--- config.mk ---
export PLATFORM = sky130hd
export DESIGN_NAME = max_pool_ctrl
export DESIGN_NICKNAME = d
export VERILOG_FILES = /design/src/rtl/max_pool_ctrl.sv
export SDC_FILE = /design/constraint.sdc
export NUM_CORES = 1
export LEC_CHECK = 0
export ABC_AREA = 1
export BUFFER_PORTS_ARGS = -buffer_cell sky130_fd_sc_hd__buf_4
export CELL_PAD_IN_SITES_DETAIL_PLACEMENT = 1
export CELL_PAD_IN_SITES_GLOBAL_PLACEMENT = 1
export CORE_UTILIZATION = 35
export DETAILED_ROUTE_END_ITERATION = 16
export PLACE_DENSITY_LB_ADDON = 0.1
export SLEW_MARGIN = 10
export SYNTH_ARGS = -nofsm -noshare
export SYNTH_HDL_FRONTEND = slang
export SYNTH_SLANG_ARGS = --single-unit
--- constraint.sdc ---
create_clock -name clk -period 2.4 [get_ports clk]
set_input_delay 0.36 -clock clk [delete_from_list [all_inputs] [get_ports clk]]
set_output_delay 0.36 -clock clk [all_outputs]
set_load 0.1 [all_outputs]
--- src/rtl/max_pool_ctrl.sv ---
// Sequencer for the 2x2/stride-2 max-pool datapath: walks a W x H raster stream and
// drives buffer index, write enable and clear, and emits one pooled word per window.
module max_pool_ctrl #(
  parameter int HWORD        = 16,
  parameter int OUT_BUF_BITS = 5,
  parameter int DIM_BITS     = 8
) (
  input  logic                    clk,
  input  logic                    rst,
  input  logic                    start,
  input  logic [DIM_BITS-1:0]     cfg_width,
  input  logic [DIM_BITS-1:0]     cfg_height,
  input  logic                    in_valid,
  output logic                    in_ready,
  output logic [OUT_BUF_BITS-2:0] pool_idx,
  output logic                    pool_wen,
  output logic                    pool_clr_n,
  input  logic [HWORD-1:0]        pool_res,
  output logic                    out_valid,
  output logic [HWORD-1:0]        out_data,
  input  logic                    out_ready,
  output logic                    busy,
  output logic                    done,
  output logic                    cfg_err
);

  localparam int MAX_W = 1 << OUT_BUF_BITS;

  typedef enum logic [2:0] {
    S_IDLE,
    S_CLEAR,
    S_EVEN,
    S_ODD,
    S_SKIP,
    S_DONE
  } state_t;

  state_t              state, state_nxt;
  logic [DIM_BITS-1:0] width, height;
  logic [DIM_BITS-1:0] row, col;
  logic                cfg_ok;
  logic                cfg_err_nxt;
  logic                last_col, last_row, pen_row, odd_tail;
  logic                accept;

  assign cfg_ok   = (cfg_width >= DIM_BITS'(2)) && (cfg_height >= DIM_BITS'(2)) &&
                    (int'(cfg_width) <= MAX_W);
  assign last_col = (col == width - DIM_BITS'(1));
  assign last_row = (row == height - DIM_BITS'(1));
  assign pen_row  = (row == height - DIM_BITS'(2));
  // The last pixel of an odd-width row has no partner column and is dropped
  assign odd_tail = last_col & width[0];
  assign accept   = in_valid & in_ready;

  assign pool_idx = col[OUT_BUF_BITS-1:1];
  assign out_data = pool_res;
  assign busy     = (state != S_IDLE);

  always_ff @(posedge clk or posedge rst) begin
    if (rst) begin
      state   <= S_IDLE;
      width   <= '0;
      height  <= '0;
      row     <= '0;
      col     <= '0;
      cfg_err <= 1'b0;
    end else begin
      state   <= state_nxt;
      cfg_err <= cfg_err_nxt;
      if (state == S_IDLE && start && cfg_ok) begin
        width  <= cfg_width;
        height <= cfg_height;
        row    <= '0;
        col    <= '0;
      end else if (accept) begin
        if (last_col) begin
          col <= '0;
          row <= row + DIM_BITS'(1);
        end else begin
          col <= col + DIM_BITS'(1);
        end
      end
    end
  end

  always_comb begin
    state_nxt   = state;
    in_ready    = 1'b0;
    pool_wen    = 1'b0;
    pool_clr_n  = 1'b1;
    out_valid   = 1'b0;
    done        = 1'b0;
    cfg_err_nxt = 1'b0;
    case (state)
      S_IDLE: begin
        if (start) begin
          if (cfg_ok) state_nxt = S_CLEAR;
          else        cfg_err_nxt = 1'b1;
        end
      end
      S_CLEAR: begin
        pool_clr_n = 1'b0;
        state_nxt  = S_EVEN;
      end
      S_EVEN: begin
        in_ready = 1'b1;
        pool_wen = in_valid & ~odd_tail;
        if (in_valid && last_col) state_nxt = last_row ? S_DONE : S_ODD;
      end
      S_ODD: begin
        // Odd column of an odd row completes the window: emit straight from the datapath
        if (col[0]) begin
          in_ready  = out_ready;
          out_valid = in_valid;
        end else begin
          in_ready = 1'b1;
          pool_wen = in_valid & ~odd_tail;
        end
        if (in_valid && in_ready && last_col) begin
          if (last_row)                state_nxt = S_DONE;
          else if (height[0] && pen_row) state_nxt = S_SKIP;
          else                         state_nxt = S_CLEAR;
        end
      end
      S_SKIP: begin
        in_ready = 1'b1;
        if (in_valid && last_col) state_nxt = S_DONE;
      end
      S_DONE: begin
        done      = 1'b1;
        state_nxt = S_IDLE;
      end
      default: state_nxt = S_IDLE;
    endcase
  end

endmodule

Word-level counts from Yosys, hierarchy flattened
Cells that the tools add are included.

Order comparisons: 3. Reduce and logical (&&, ||, !) cells: 15. Equal/unequal tests: 13. Bitwise operators: 4. Add/subtract/negate cells: 5. Muxes and demuxes: 27.

Operators with widths (number): 8-bit 2-to-1 mux (6); 8-bit == test (3); 3-bit 2-to-1 mux (8); 8-bit by 1-bit adder with 8-bit output, second input constant (2); 8-bit by 2-bit >= comparator with 1-bit output, second input constant (2); 8-bit by 1-bit subtractor with 8-bit output, second input constant (2); 3-bit case mux with 5 select lines (1); 1-bit 2-to-1 mux (10); 2-bit != test, second input constant (5); 8-bit by 6-bit less-or-equal comparator with 1-bit output, second input constant (1); 1-bit logical AND (8); 8-bit by 2-bit subtractor with 8-bit output, second input constant (1); 3-bit by 2-bit == test with 1-bit output, second input constant (2); 3-bit == test, second input constant (2); 5-bit AND reduction (1); 1-bit case mux with 2 select lines (2); 2-bit nonzero test (2); 1-bit AND (3); 3-bit by 1-bit == test with 1-bit output, second input constant (1); 3-bit zero test (1); 3-bit nonzero test (1); 2-bit AND reduction (1); 2-bit OR reduction (1); 1-bit NOT (1).

Output and inout bits: 27. Input bits: 37. Register bits after elaboration: 36.

Logic depth before layout (Yosys ltp)
Gate-level depths: netlist of the first run.

Depth after elaboration: 7. Mapped depth: 15. Gate-level depth less buffers: 15.

Least setup slack after synthesis of the first run
No wires, ideal clock.

Path kind: register to output. Start point: reg state[2]. End point: out out_valid. Slack: -771 ps. Data required time: 2040 ps. Arrival time: 2811 ps. Stages on the path, launching flop included: 6. Buffers on the path: 0. Cells stage by stage: dfrtp_1 -> nor2_4 -> inv_2 -> nor2_4 -> inv_1 -> nor3_1.

Longest elaborated chain between the ends: 2.

RTL lines: start, declared (line 38) `state_t state, state_nxt;`; start signal, assigned (line 68) `state <= state_nxt;`; 3-bit by 2-bit == test with 1-bit output (line 94) `case (state)`; 1-bit 2-to-1 mux (line 94); end, declared (line 19) `output logic out_valid,`.

No other way between the ends.

Worst setup path after layout of the first run
Start point: reg width[0]. End point: out pool_wen.

Longest elaborated chain between the ends: 7.

RTL lines: start, declared (line 39) `logic [DIM_BITS-1:0] width, height;`; start signal, assigned (line 71) `width <= cfg_width;`; 8-bit by 1-bit subtractor with 8-bit output (line 48) `assign last_col = (col == width - DIM_BITS'(1));`; 8-bit == test (line 48); 1-bit AND * (line 52) `assign odd_tail = last_col & width[0];`; 1-bit NOT * (line 107, 117); 1-bit AND * (line 107, 117); 1-bit 2-to-1 mux (line 112) `if (col[0]) begin`; 1-bit case mux with 2 select lines * (line 94); end, declared (line 16) `output logic pool_wen,`.

Mark *: on every way between the ends. The rest lies on a longest branch, timed or not.

==> run metrics, run 1 <==
run status=complete, no violations; Hold Crit Class=input pin to asynchronous set/reset pin; number of design-rule violations left by the first detailed-router iteration=72; final critical path time including I/O delays and setup=2.366 ns; Fin Hold WS=~0.18 ns; Reg power frac=24.4%; I/O Buffers=31; WP data required=approximately 2.0 ns; pin count of the biggest net entering global routing=37; total count of hold-check failures in the final report=0; leading register cell type out of synthesis=sky130_fd_sc_hd__dfrtp_1; clock network fraction of design power=between 10 and 15%; global-route usage over all layers=19.05%; CP Capture Type=primary output; cts bufs inserted=5; # clock sinks=36; worst rel slew slack=67.22%; diode count=0; I/O pin count=64; combined area of the multi-input logic cells=0.001605 mm^2; clk root buf=sky130_fd_sc_hd__clkbuf_8; number of standard cells after synthesis=about 430; Final Net Count=around 500; total area of sequential cells=902.1 um^2; number of detailed-routing iterations run before antenna repair=4; first-pass GRT wire length=13000 um; count of filler cells inserted in the layout=around 1100; max-cap violations=0; Post-Synthesis Mean Instance Area=around 6.6 um^2; via count of the first global-routing pass=2666; vias per std cell=between 4 and 5; Avg WL per Cell=about 14 um; initial antenna violation count=0; Detailed Route WL=7803 um; critical path startpoint category=register; DRC=0; die extent in x=92.58 um; via count=2688; number of buffers inserted for hold repair after clock tree synthesis=0; net switching share of the total power=54.34%; area added between synthesis and finish=15.69%; number of warnings issued by yosys=0; placed wire-length estimate after detailed placement=6081 um; commonest non-fill, non-tap cells in the layout=sky130_fd_sc_hd__nand2_1, sky130_fd_sc_hd__inv_1, sky130_fd_sc_hd__buf_4, sky130_fd_sc_hd__nor2_1, sky130_fd_sc_hd__nand3_1; Unique masters post-synth=30; commonest non-fill, non-tap cell in the layout=sky130_fd_sc_hd__nand2_1; residual antenna-violating net count after detailed routing=0; data arrival time of the critical path=between 2 and 2.5 ns; placed instance area=0.003078 mm^2; deepest level of the CTS H-tree=2; placeable core area=0.007848 mm^2; share of cells above drive strength 1=20.09%; insertion delay to the later sink of the worst-skew pair=between 0.2 and 0.3 ns; worst setup path class=register to primary output; global placer's final weighted congestion=0.7999; Power Dens Cells=1298 mW/mm^2; Post-Syn Nets=476; Placement Rows=32; Setup Skew=around 0.0055 ns; final design utilization=42.33%; setup repair after global routing missed its margin=yes; maximum buffer depth of the clock tree=2; CTS tree=yes; number of enable-type register cells in the synthesized netlist=0; Final period util=between 90% and 100%; overall die area=0.008570 mm^2; vertical die dimension=92.58 um; Setup Viol. Count Final=0; Max Fanout on Critical Path=3; reported net switching power=between 2 and 2.5 mW; part of the Yosys area used for sequential elements=31.37%; relative contribution of combinational cells to total power=62.8%; Slew Viols, Final=0; CTS clock-pin slew for the worst setup and hold paths=0.08 ns; initial core utilization=36.59%; slew of the pin with the lowest slew margin=0.4918 ns; synthesis-stage register bit count=36; combined area of all synthesized cells=0.002872 mm^2; Async S/R FF share, synth=100.0%; aggregate global routing overflow=0; final total power=4.313 mW; maximum operating frequency=422.7 MHz; finished layout cell area=roughly 0.0033 mm^2; Lkg Pwr=1.713 nW; Max VDD drop=slightly above 0.4 mV; Int Pwr=1.969 mW
-- through the flow --
step | TNS (ns) | setup WS, ns | instances
global route | -0.1142 | -0.1142 | 560
CTS | 0 | 0.009238 | 555
detailed placement | 0 | 0.05848 | 544
finish | 0 | 0.03445 | 560
floorplan | 0 | 0.09062 | 434
global placement | 0 | 0.1225 | 544
-- cell type report --
| cell class | count | share of cell area [%] |
|---|---|---|
| multi-input cells | 307 | 48.32 |
| flip-flops and latches | 36 | 27.16 |
| repair buffers | 43 | 10.09 |
| inverters | 64 | 7.232 |
| well taps | 102 | 3.842 |
| clock buffers | 5 | 2.072 |
| clock inverters | 3 | 1.281 |
-- logic make-up after synthesis --
logic type / Yosys count / share of synthesized area, %
fa+ha+maj: 5 / 2.179
xor+xnor: 16 / 4.880
simple gates: 242 / 36.95
compound gates: 44 / 9.499
flops: 36 / 31.37
buf+inv: 91 / 15.12
-- power by group through the flow --
| stage | sequential [mW] | clock, mW | combinational [mW] |
|---|---|---|---|
| floorplan | 1.03 | 0 | 2.08 |
| global placement | 1.07 | 0 | 2.41 |
| detailed placement | 1.07 | 0 | 2.46 |
| CTS | 1.05 | 0.566 | 2.57 |
| global route | 1.09 | 0.588 | 3.02 |
| finish | 1.05 | 0.551 | 2.71 |
-- critical path, cell delays in order, from the launching register on --
cell and delay [ns]:
sky130_fd_sc_hd__dfrtp_1 0.40, sky130_fd_sc_hd__inv_2 0.08, sky130_fd_sc_hd__ha_4 0.19, sky130_fd_sc_hd__xnor2_1 0.11, sky130_fd_sc_hd__nor2_1 0.13, sky130_fd_sc_hd__nand3_1 0.14
sky130_fd_sc_hd__nor2_4 0.17, sky130_fd_sc_hd__nand2_4 0.08, sky130_fd_sc_hd__o221ai_4 0.16, sky130_fd_sc_hd__inv_2 0.07, sky130_fd_sc_hd__buf_12 0.16
-- cells in the mapped netlist, types with 2 or more instances --
cell type	instances	area, um^2
sky130_fd_sc_hd__ha_1	5	62.56
sky130_fd_sc_hd__nor2_4	3	33.78
sky130_fd_sc_hd__dfrtp_1	36	900.9
sky130_fd_sc_hd__nand2_2	5	31.28
sky130_fd_sc_hd__or2_2	2	12.51
sky130_fd_sc_hd__o21ai_2	8	70.07
sky130_fd_sc_hd__xnor2_1	6	52.55
sky130_fd_sc_hd__inv_2	4	15.01
sky130_fd_sc_hd__nand3_1	39	195.2
sky130_fd_sc_hd__nand2_4	2	22.52
sky130_fd_sc_hd__nor2_1	40	150.1
sky130_fd_sc_hd__a21oi_1	9	45.04
sky130_fd_sc_hd__nor2_2	4	25.02
sky130_fd_sc_hd__o21ai_1	4	20.02
sky130_fd_sc_hd__nand2_1	130	488.0
sky130_fd_sc_hd__buf_6	2	22.52
sky130_fd_sc_hd__inv_1	60	225.2
sky130_fd_sc_hd__clkbuf_1	3	11.26
sky130_fd_sc_hd__nor3_1	6	30.03
sky130_fd_sc_hd__nand4_1	7	43.79
sky130_fd_sc_hd__xor2_1	10	87.58
sky130_fd_sc_hd__nor4_1	2	12.51
sky130_fd_sc_hd__o21ai_0	20	100.1
sky130_fd_sc_hd__buf_2	2	10.01
sky130_fd_sc_hd__buf_4	20	150.1
-- final timing paths --
kind	end	from	slack [ns]	cells after the start
worst max register to register	row[7]	width[0]	0.26	13
min in group clk	height[0]	cfg_height[0]	0.33	3
worst min-delay path	height[6]	rst	0.18	3
worst max-delay path	pool_wen	width[0]	0.03	10
max in group asynchronous	width[3]	rst	1.85	3
worst min register to register	width[7]	width[7]	0.49	2
-- timing repair --
action / in CTS / in global routing
endpoints found under the hold margin: 0 / 0
pin swaps: 1 / 8
endpoints found under the setup margin: 1 / 1
resized for setup: 8 / 10
buffers inserted: 3 / 5
-- metal layers --
metal | GRT usage [%] | vias up | part of all wire [%]
li1 | - | 1383 | -
met2 | 32.84 | 41 | 48
met3 | 2.956 | 9 | 2.6
met1 | 25.55 | 1255 | 48
met5 | 0 | - | 0
met4 | 2.734 | 0 | 0.79
-- registers in the layout, indices dropped and copies added (netlist names) --
signal,flops
col,8
height,8
row,8
width,8
state,3
cfg_err,1
No activity file was read; power rests on OpenSTA's default activity.
==> inputs of run 2 (changes only) <==
--- a/config.mk
+++ b/config.mk
@@ -6,10 +6,11 @@
 export NUM_CORES = 1
 export LEC_CHECK = 0
 export ABC_AREA = 1
+export ABC_CLOCK_PERIOD_IN_PS = 2400
 export BUFFER_PORTS_ARGS = -buffer_cell sky130_fd_sc_hd__buf_4
 export CELL_PAD_IN_SITES_DETAIL_PLACEMENT = 1
 export CELL_PAD_IN_SITES_GLOBAL_PLACEMENT = 1
-export CORE_UTILIZATION = 35
+export CORE_UTILIZATION = 38
 export DETAILED_ROUTE_END_ITERATION = 16
 export PLACE_DENSITY_LB_ADDON = 0.1
 export SLEW_MARGIN = 10
==> run metrics, run 2 (synthesis gave the netlist of run 1 again) <==
run status=complete, no violations; insertion delay to the later sink of the worst-skew pair=0.29 ns; die extent in x=~89 um; number of design-rule violations left by the first detailed-router iteration=78; Max Fanout on Critical Path=4; # clock sinks=36; Int Pwr=around 1.8 mW; placeable core area=0.007292 mm^2; residual antenna-violating net count after detailed routing=0; CTS clock-pin slew for the worst setup and hold paths=~0.08 ns; diode count=0; I/O Buffers=31; Hold Crit Class=input pin to asynchronous set/reset pin; global-route usage over all layers=about a fifth; Power Dens Cells=between 1000 and 1500 mW/mm^2; vertical die dimension=88.93 um; Setup Skew=0.008061 ns; slew of the pin with the lowest slew margin=~0.5 ns; data arrival time of the critical path=2.03 ns; initial core utilization=39.38%; maximum operating frequency=419.2 MHz; reported net switching power=2.356 mW; vias per std cell=around 4.9; Inst Count DP=539; Final period util=99.40%; total count of hold-check failures in the final report=0; WP data required=2.04 ns; highest-delay cell along the critical path=sky130_fd_sc_hd__dfrtp_1; initial antenna violation count=0; total negative slack=0 ns; final total power=roughly 4.2 mW; relative contribution of combinational cells to total power=64.0%; critical path startpoint category=register; via count=about 2700; count of filler cells inserted in the layout=996; first-pass GRT wire length=12560 um; setup repair after global routing missed its margin=yes; cts bufs inserted=5; global placer's final weighted congestion=0.8177; via count of the first global-routing pass=approximately 2600; DRC=0; CTS tree=yes; worst setup path class=register to primary output; share of cells above drive strength 1=20.13%; Max VDD drop=approximately 0.35 mV; Detailed Route WL=7819 um; final critical path time including I/O delays and setup=about 2.4 ns; Avg WL per Cell=14.19 um; sequence of cells on the critical path=buf_6 > nor2_4 > nand2_2 > nor2_2 > nand2_1 > nand2_1 > nand2_2 > nor2_4 > nand2_4 > o221ai_4 > inv_2 > buf_12; number of buffers inserted for hold repair after clock tree synthesis=0; Placement Rows=31; Reg power frac=between 20% and 30%; placed wire-length estimate after detailed placement=between 6000 and 7000 um; maximum buffer depth of the clock tree=2; max-cap violations=0; number of detailed-routing iterations run before antenna repair=4; commonest non-fill, non-tap cells in the layout=sky130_fd_sc_hd__nand2_1, sky130_fd_sc_hd__inv_1, sky130_fd_sc_hd__nand3_1, sky130_fd_sc_hd__nor2_1; net switching share of the total power=56.36%; pin count of the biggest net entering global routing=38; aggregate global routing overflow=0; CP Capture Type=primary output; maximum cell stage delay along the critical path=0.41 ns; area added between synthesis and finish=13.86%; Slew Viols, Final=0; clock network fraction of design power=10.7%; I/O pin count=64; Lkg Pwr=1.687 nW; commonest non-fill, non-tap cell in the layout=sky130_fd_sc_hd__nand2_1; overall die area=0.007909 mm^2; post-route non-filler standard cell count=551; clk root buf=sky130_fd_sc_hd__clkbuf_8; deepest level of the CTS H-tree=2; worst rel slew slack=around 67%; Final Net Count=493; Setup Viol. Count Final=0
run 2: changes by cell type in the layout (fill, tap and decap cells not counted), moves of 2 or more:
cell                      delta
sky130_fd_sc_hd__nor2_2      +2
sky130_fd_sc_hd__nor2_1      -2
sky130_fd_sc_hd__buf_4       -7
sky130_fd_sc_hd__nand2_2     +2
sky130_fd_sc_hd__nand2_1     -3
run 2: path summary, 6_finish.rpt:
check / from / slack [ns] / cells past startpoint / endpoint
min in group clk: start / 0.32 / 3 / cfg_err
min reg2reg: width[7] / 0.50 / 2 / width[7]
max in group asynchronous: rst / 1.86 / 3 / width[3]
min: rst / 0.18 / 3 / height[6]
max: width[1] / 0.01 / 12 / pool_wen
max reg2reg: width[1] / 0.37 / 14 / row[5]
run 2: critical path, delay by kind of cell, from the launching register on:
| family | cells | cell delay (ns) |
|---|---|---|
| AOI/OAI and AO/OA | 1 | 0.16 |
| buffers and inverters | 3 | 0.36 |
| and+or+nand+nor | 8 | 0.78 |
| DFF | 1 | 0.41 |
run 2: power by group through the flow:
stage / clock network [mW] / registers (mW) / logic [mW]
floorplan: 0 / 1.03 / 2.08
global placement: 0 / 1.06 / 2.39
detailed placement: 0 / 1.07 / 2.45
CTS: 0.458 / 1.05 / 2.55
global route: 0.483 / 1.09 / 2.97
finish: 0.445 / 1.06 / 2.68
run 2: metal layers:
layer  part of all wire (%)  up-vias  global-route usage (%)
li1                       -     1373                       -
met1                     47     1246                   27.88
met2                     49       48                   34.48
met3                    3.2       13                   3.509
met4                    1.2        0                   7.215
met5                      0        -                       0
run 2: through the flow:
stage	utilization (%)	hold WS [ns]	worst slack (ns)	instance area (um^2)
floorplan	-	0.4553	0.09062	2882
global placement	41.95	0.4688	0.1442	3059
detailed placement	41.95	0.4807	0.03961	3059
CTS	43.81	0.2019	0.01898	3194
global route	44.84	0.2348	-0.1296	3269
finish	44.84	0.1837	0.01435	3269
run 2: layout make-up:
class                   count  area [um^2]  share of cell area (%)
multi-input cells         307         1619                   49.52
flip-flops and latches     36        902.1                   27.59
repair buffers             37        294.0                   8.993
inverters                  64        242.7                   7.424
well taps                  99        123.9                   3.789
clock buffers               5        68.82                   2.105
clock inverters             3        18.77                  0.5741
run 2: timing repair:
item                       CTS  global route
pin swaps                    0            11
gates cloned                 0             0
resized for setup            7            19
buffers inserted             3             1
setup endpoints to repair    1             1
hold endpoints to repair     0             0
